**src/rtl/speed_timer.sv**
```systemverilog
// Speed-selectable timeout generator: counts prescaler ticks and pulses timeout every N ticks,
// where N comes from a speed table or an override. Supports periodic/one-shot, pause and clear.
module speed_timer #(
    parameter int CNT_W       = 8,
    parameter int SPD_W       = 3,
    parameter int BASE_PERIOD = 15,
    parameter int STEP        = 2,
    parameter int MIN_PERIOD  = 2
) (
    input  logic             clk,
    input  logic             rst,
    input  logic             enable,
    input  logic             clear,
    input  logic             tick,
    input  logic [SPD_W-1:0] speed,
    input  logic             mode,
    input  logic             ovr_en,
    input  logic [CNT_W-1:0] ovr_period,
    output logic             timeout,
    output logic             done,
    output logic             busy,
    output logic [CNT_W-1:0] count,
    output logic [CNT_W-1:0] period
);

    typedef enum logic [1:0] {
        S_IDLE  = 2'd0,
        S_RUN   = 2'd1,
        S_PAUSE = 2'd2,
        S_DONE  = 2'd3
    } state_t;

    // Table arithmetic is done wide and signed so large speed*STEP products go negative, not wrap.
    localparam int CW = CNT_W + SPD_W + 1;
    localparam logic [CNT_W-1:0] MIN_P      = CNT_W'(MIN_PERIOD);
    localparam logic [CNT_W-1:0] RST_PERIOD = (BASE_PERIOD < MIN_PERIOD) ? MIN_P
                                                                          : CNT_W'(BASE_PERIOD);

    state_t             state_q, state_d;
    logic [CNT_W-1:0]   count_q, count_d;
    logic [CNT_W-1:0]   period_q, period_d;
    logic               timeout_q, timeout_d;
    logic [CNT_W-1:0]   next_period;
    logic signed [CW-1:0] table_s;
    logic               last_tick;

    always_comb begin
        table_s     = CW'(BASE_PERIOD) - CW'(speed) * CW'(STEP);
        next_period = MIN_P;
        if (ovr_en) begin
            if (ovr_period >= MIN_P) begin
                next_period = ovr_period;
            end
        end else if (table_s >= signed'(CW'(MIN_PERIOD))) begin
            next_period = table_s[CNT_W-1:0];
        end
    end

    always_comb begin
        state_d   = state_q;
        count_d   = count_q;
        period_d  = period_q;
        timeout_d = 1'b0;
        last_tick = (count_q == period_q - CNT_W'(1));
        case (state_q)
            S_IDLE: begin
                count_d = '0;
                if (enable) begin
                    state_d  = S_RUN;
                    period_d = next_period;
                end
            end
            S_RUN: begin
                // clear wins over a coincident tick: no advance, no expiry
                if (clear) begin
                    count_d  = '0;
                    period_d = next_period;
                end else if (tick) begin
                    if (last_tick) begin
                        count_d   = '0;
                        timeout_d = 1'b1;
                        period_d  = next_period;
                    end else begin
                        count_d = count_q + CNT_W'(1);
                    end
                end
                if (!clear && tick && last_tick && mode) begin
                    state_d = S_DONE;
                end else if (!enable) begin
                    state_d = S_PAUSE;
                end
            end
            S_PAUSE: begin
                if (clear) begin
                    count_d  = '0;
                    period_d = next_period;
                end
                if (enable) begin
                    state_d = S_RUN;
                end
            end
            S_DONE: begin
                count_d = '0;
                if (clear) begin
                    if (enable) begin
                        state_d  = S_RUN;
                        period_d = next_period;
                    end else begin
                        state_d = S_IDLE;
                    end
                end else if (!enable) begin
                    state_d = S_IDLE;
                end
            end
            default: begin
                state_d = S_IDLE;
                count_d = '0;
            end
        endcase
    end

    always_ff @(posedge clk) begin
        if (!rst) begin
            state_q   <= S_IDLE;
            count_q   <= '0;
            period_q  <= RST_PERIOD;
            timeout_q <= 1'b0;
        end else begin
            state_q   <= state_d;
            count_q   <= count_d;
            period_q  <= period_d;
            timeout_q <= timeout_d;
        end
    end

    assign timeout = timeout_q;
    assign done    = (state_q == S_DONE);
    assign busy    = (state_q == S_RUN);
    assign count   = count_q;
    assign period  = period_q;

endmodule

```
**config.mk**
```make
export PLATFORM = sky130hd
export DESIGN_NAME = speed_timer
export DESIGN_NICKNAME = d
export VERILOG_FILES = /design/src/rtl/speed_timer.sv
export SDC_FILE = /design/constraint.sdc
export NUM_CORES = 1
export LEC_CHECK = 0
export CAP_MARGIN = 15
export CORE_MARGIN = 8
export CORE_UTILIZATION = 44
export CTS_CLUSTER_DIAMETER = 60
export DETAILED_ROUTE_END_ITERATION = 8
export PLACE_DENSITY = 0.86
export SLEW_MARGIN = 10
export SYNTH_ARGS = -nofsm -noshare
export SYNTH_HDL_FRONTEND = slang
export SYNTH_SLANG_ARGS = --single-unit
```
**constraint.sdc**
```tcl
create_clock -name clk -period 2.25 [get_ports clk]
set_clock_uncertainty 0.15 [all_clocks]
set_input_delay 0.45 -clock clk [delete_from_list [all_inputs] [get_ports clk]]
set_output_delay 0.45 -clock clk [all_outputs]
set_load 0.02 [all_outputs]
```
Word level (Yosys, flattened, before mapping)
Index checks and enable logic that the tools add are counted.
{"block": "word_totals", "inputBits": 18, "regBits": 19, "wordCells": 57, "out_inout_bits": 19}
{"block": "classes", "n_mux": 23, "bitwise_logic": 3, "add_sub_neg": 3, "eq_ne": 11, "reduce_logical": 11, "magnitude_cmp": 2}
{"operator": "$mux W8", "count": 13}
{"operator": "$pmux W8 S4", "count": 1}
{"operator": "$pmux W8 S3", "count": 1}
{"operator": "$mux W2", "count": 5}
{"operator": "$add A8 B1 Y8 const B", "count": 1}
{"operator": "$eq A8 B8 Y1", "count": 1}
{"operator": "$ge A8 B2 Y1 const B", "count": 1}
{"operator": "$sub A8 B1 Y8 const B", "count": 1}
{"operator": "$ne A3 B2 Y1 const B", "count": 2}
{"operator": "$ne A3 B3 Y1 const B", "count": 2}
{"operator": "$pmux W2 S3", "count": 1}
{"operator": "$ge A5 B3 Y1 const B", "count": 1}
{"operator": "$sub A4 B4 Y5 const A", "count": 1}
{"operator": "$eq A2 B2 Y1 const B", "count": 2}
{"operator": "$ne A2 B2 Y1 const B", "count": 2}
{"operator": "$reduce_and A4 Y1", "count": 1}
{"operator": "$reduce_or A2 Y1", "count": 2}
{"operator": "$reduce_or A4 Y1", "count": 1}
{"operator": "$logic_and A1 B1 Y1", "count": 3}
{"operator": "$not A1 Y1", "count": 3}
{"operator": "$reduce_and A3 Y1", "count": 1}
{"operator": "$eq A2 B1 Y1 const B", "count": 1}
{"operator": "$logic_not A2 Y1", "count": 1}
{"operator": "$mux W1", "count": 2}
{"operator": "3 further kinds", "count": 3}

Depth between registers and ports, before layout
Gate-level depths: netlist of run 1.
{"block": "depth", "word_depth": 8, "ltp_mapped": 9, "mapped_depth_nobuf": 7}

Worst setup path after synthesis of run 1
Ideal clock, no wire load.
{"block": "synth_timing", "path_type": "reg2reg", "start": "register period_q[0] (netlist: period[0])", "end": "register period_q[2] (netlist: period[2])", "path_stages_with_launch": 9, "period_less_slack_ns": 2.569, "setup_ns": 0.119, "required_ns": 1.981, "slack_ns": -0.319, "n_path_buf": 1, "t_arrival_ns": 2.301, "path_cell_list": "dfxtp_1 clkbuf_2 inv_1 ha_1 and2_1 o21a_1 o31a_1 or4_4 o221a_1"}
{"block": "synth_between", "elab_chain_len": 4}
{"element": "start: declaration", "line_no": "41", "source": "logic [CNT_W-1:0] period_q, period_d;"}
{"element": "start signal: assignment", "line_no": "131", "source": "period_q <= period_d;"}
{"element": "$sub A8 B1 Y8", "line_no": "64", "source": "last_tick = (count_q == period_q - CNT_W'(1));"}
{"element": "$eq A8 B8 Y1", "line_no": "64"}
{"element": "$ne A3 B2 Y1 (no line)"}
{"element": "$reduce_and A4 Y1 (no line)"}
No other way between the ends.
A chain may end at the register's enable or synchronous reset.

Final worst setup path of run 1
{"block": "layout_timing", "start": "register period_q[2] (netlist: period[2])", "end": "register period_q[1] (netlist: period[1])"}
Same word-level chain as after synthesis.

==> results.md, run 1 <==
* Outcome: complete, no violations
* Yosys reg bits at 19
* Clk buf depth at 2
* CTS tree: built
* Setup Crit Path Kind: register to register
* Post-route minimum period at 2.22 ns
* Crit path from: period[2]$_SDFFE_PN1P_
* Headroom to the max-slew limit at 73.0%
* NumNets Final at 270
* Inserted Diodes at 0
* Clk_lat worst skew at 0.30 ns
* Commonest non-fill, non-tap cell in the layout: clkdlybuf4s50_1
* Synth Flop Type: dfxtp_1
* Htree depth at 1
* Post-DR wirelength/cell at 15.8 µm
* Fmax at 0.451 GHz
* HP Start: count[6]$_SDFFE_PN0P_
* Mapped Cells at 179
* Routed WL at 4.61 mm
* Max-Cap Viols at 0
* Leakage power at 0.842 nW
* CP max FO at 4
* Detailed placement HPWL at 3.44 mm
* Io pins at 37
* Root buffer cell: clkbuf_4
* Worst-Margin Slew at 0.400 ns
* Final hold viol count at 0
* Area Growth Syn to Fin at 53.7%
* Crit path DAT at 2.27 ns
* Power Total at 0.00109 W
* Hold Slack at 0.437 ns
* Critical-path top delay cell: or4_4
* Clk slew on worst S/H paths at 0.12 ns
* Total gr overflow at 0
* Max-slew violations at 0
* Critical path required time at 2.30 ns
* Worst Hold Class: register to register
* Yosys warnings at 0
* Layout cells sized above 1 at 24.1%
* Gpl congestion at 0.859
* Clk sinks at 19
* Synth Cell Area at 1450 µm²
* Worst vdd ir at 269 µV
* Synth Net Count at 203
* Initial antenna violation count at 0
* Initial DRC Count at 122
* Via count at 1693
* Post-synth EDFFs at 0
* Total Routing Usage GR at 16.1%
* Initial core utilization at 44.4%
* Critical-path cell list: or3_4, o21ai_1, nand4bb_4, or4_4, o221a_1
* Vias per inst at 5.82
* Syn Area/Cell at 8.09 µm²
* Crit path max-delay family: simple AND/OR/NAND/NOR gates
* Yosys cell types at 48
* Crit share post-route at 98.5%
* Sequential area share after synthesis at 26.3%
* Setup violations, final at 0
* Pwr Density at 492 nW/µm²
* Startpoint types: register
* Drt first pass iters at 4
* Total CTS buffers at 3
* Setup crit end kind: register
* Site Rows at 21
* Antenna-violating nets left at 0
* Worst r2r src: period[2]$_SDFFE_PN1P_
* Buf/Inv on CP at 0
* Crit-path max cell delay at 0.57 ns
* Vias in the first global route at 1533
* Die ar. at 5380 µm²
* DR DRC count at 0
* Post-CTS Hold Fix Bufs at 0
* Chip width at 73.4 µm
* Input/output buffers at 36
* First-pass GRT wire length at 6.99 mm
* Die Y at 73.4 µm
* Commonest non-fill, non-tap cells in the layout: clkdlybuf4s50_1 (35), buf_4 (31), nor2_1 (17)
* Largest net degree at the start of global routing at 17
* Post-synth ARST share at 0%
* Core box area at 3260 µm²
* RSZ-0062 raised after global routing: yes
* R2r setup slk at 0.03 ns
worst paths after layout:
check | end | cells past startpoint
hold reg to reg | count[6]$_SDFFE_PN0P_ | 2
hold / removal | count[6]$_SDFFE_PN0P_ | 2
setup reg to reg | period[1]$_SDFFE_PN1P_ | 5
setup / recovery | period[1]$_SDFFE_PN1P_ | 5
repair_timing:
item / in CTS / in global routing
pin swaps: 0 / 7
gates cloned: 0 / 0
setup buffers: 0 / 1
resized for setup: 2 / 17
endpoints found under the setup margin: 2 / 12
cells by family after synthesis:
group / Yosys count / synth area share, %
simple gates: 64 / 23.6
mux: 3 / 2.07
flops: 19 / 26.3
compound gates: 54 / 29.3
xor+xnor: 14 / 8.47
fa+ha+maj: 6 / 5.19
buf+inv: 19 / 5.10
power breakdown:
part	internal (W)	leakage (nW)	total, W	switching, W
clock	0.0000691	0.0150	0.000180	0.000111
combinational	0.000260	0.672	0.000525	0.000265
sequential	0.000365	0.155	0.000390	0.0000243
total	0.000694	0.842	0.00109	0.000400
metal layers:
metal	GRT usage (%)	vias up	wire length [µm]
met4	6.21	0	89
met1	19.3	798	1850
met2	28.3	75	2380
met3	1.64	10	286
li1	-	810	-
met5	0	-	0
state kept, by name, indices dropped and copies added (netlist names):
signal	count
state_q	2
count	8
timeout	1
period	8
cells in the mapped netlist (2+ instances only):
master / count / share of area (%)
a211oi_1: 4 / 2.1
a21boi_0: 4 / 2.1
a21oi_1: 4 / 1.4
a221oi_1: 4 / 2.4
a31oi_1: 2 / 0.86
and2_1: 5 / 2.2
clkbuf_1: 5 / 1.3
dfxtp_1: 19 / 26
ha_1: 6 / 5.2
inv_1: 12 / 3.1
mux2i_1: 3 / 2.1
nand2_1: 12 / 3.1
nand2b_1: 3 / 1.3
nand3_1: 3 / 1.0
nand4_1: 3 / 1.3
nor2_1: 17 / 4.4
nor3_1: 6 / 2.1
nor4_1: 5 / 2.2
nor4b_1: 2 / 1.2
o21a_1: 2 / 1.0
o21ai_0: 7 / 2.4
o221a_1: 4 / 3.1
o22a_1: 5 / 3.0
o22ai_1: 2 / 0.86
o311ai_0: 5 / 3.0
xnor2_1: 7 / 4.2
xor2_1: 7 / 4.2
stage by stage:
stage	cell area (µm²)	utilization [%]	TNS, ns	instances	setup slack [ns]
global placement	2110	64.8	-0.533	286	-0.177
global route	2220	68.3	-0.245	291	-0.0639
finish	2220	68.3	0	291	0.0330
floorplan	1480	-	-0.521	179	-0.132
detailed placement	2110	64.8	-0.807	286	-0.137
CTS	2140	65.6	0	290	0.000351
area by class of cell:
class | count | area [µm²]
multi-input cells | 141 | 1080
fillers | 263 | 1030
repair buffers | 69 | 623
flip-flops and latches | 19 | 387
well taps | 46 | 57.6
inverters | 12 | 47.5
clock buffers | 4 | 26.3
tightest hold or removal path, cell delays in order, from the launching register on:
cell,delay [ns]
dfxtp_1,0.36
xnor2_1,0.16
nor2_1,0.04
Note: power is estimated with default switching activity, not from simulation.
==> run 2: changes to the inputs <==
Settings changed: ABC_CLOCK_PERIOD_IN_PS set to 2250.
==> results of run 2 <==
Same layout as run 1: the final DEF is identical, and so are final timing and power.
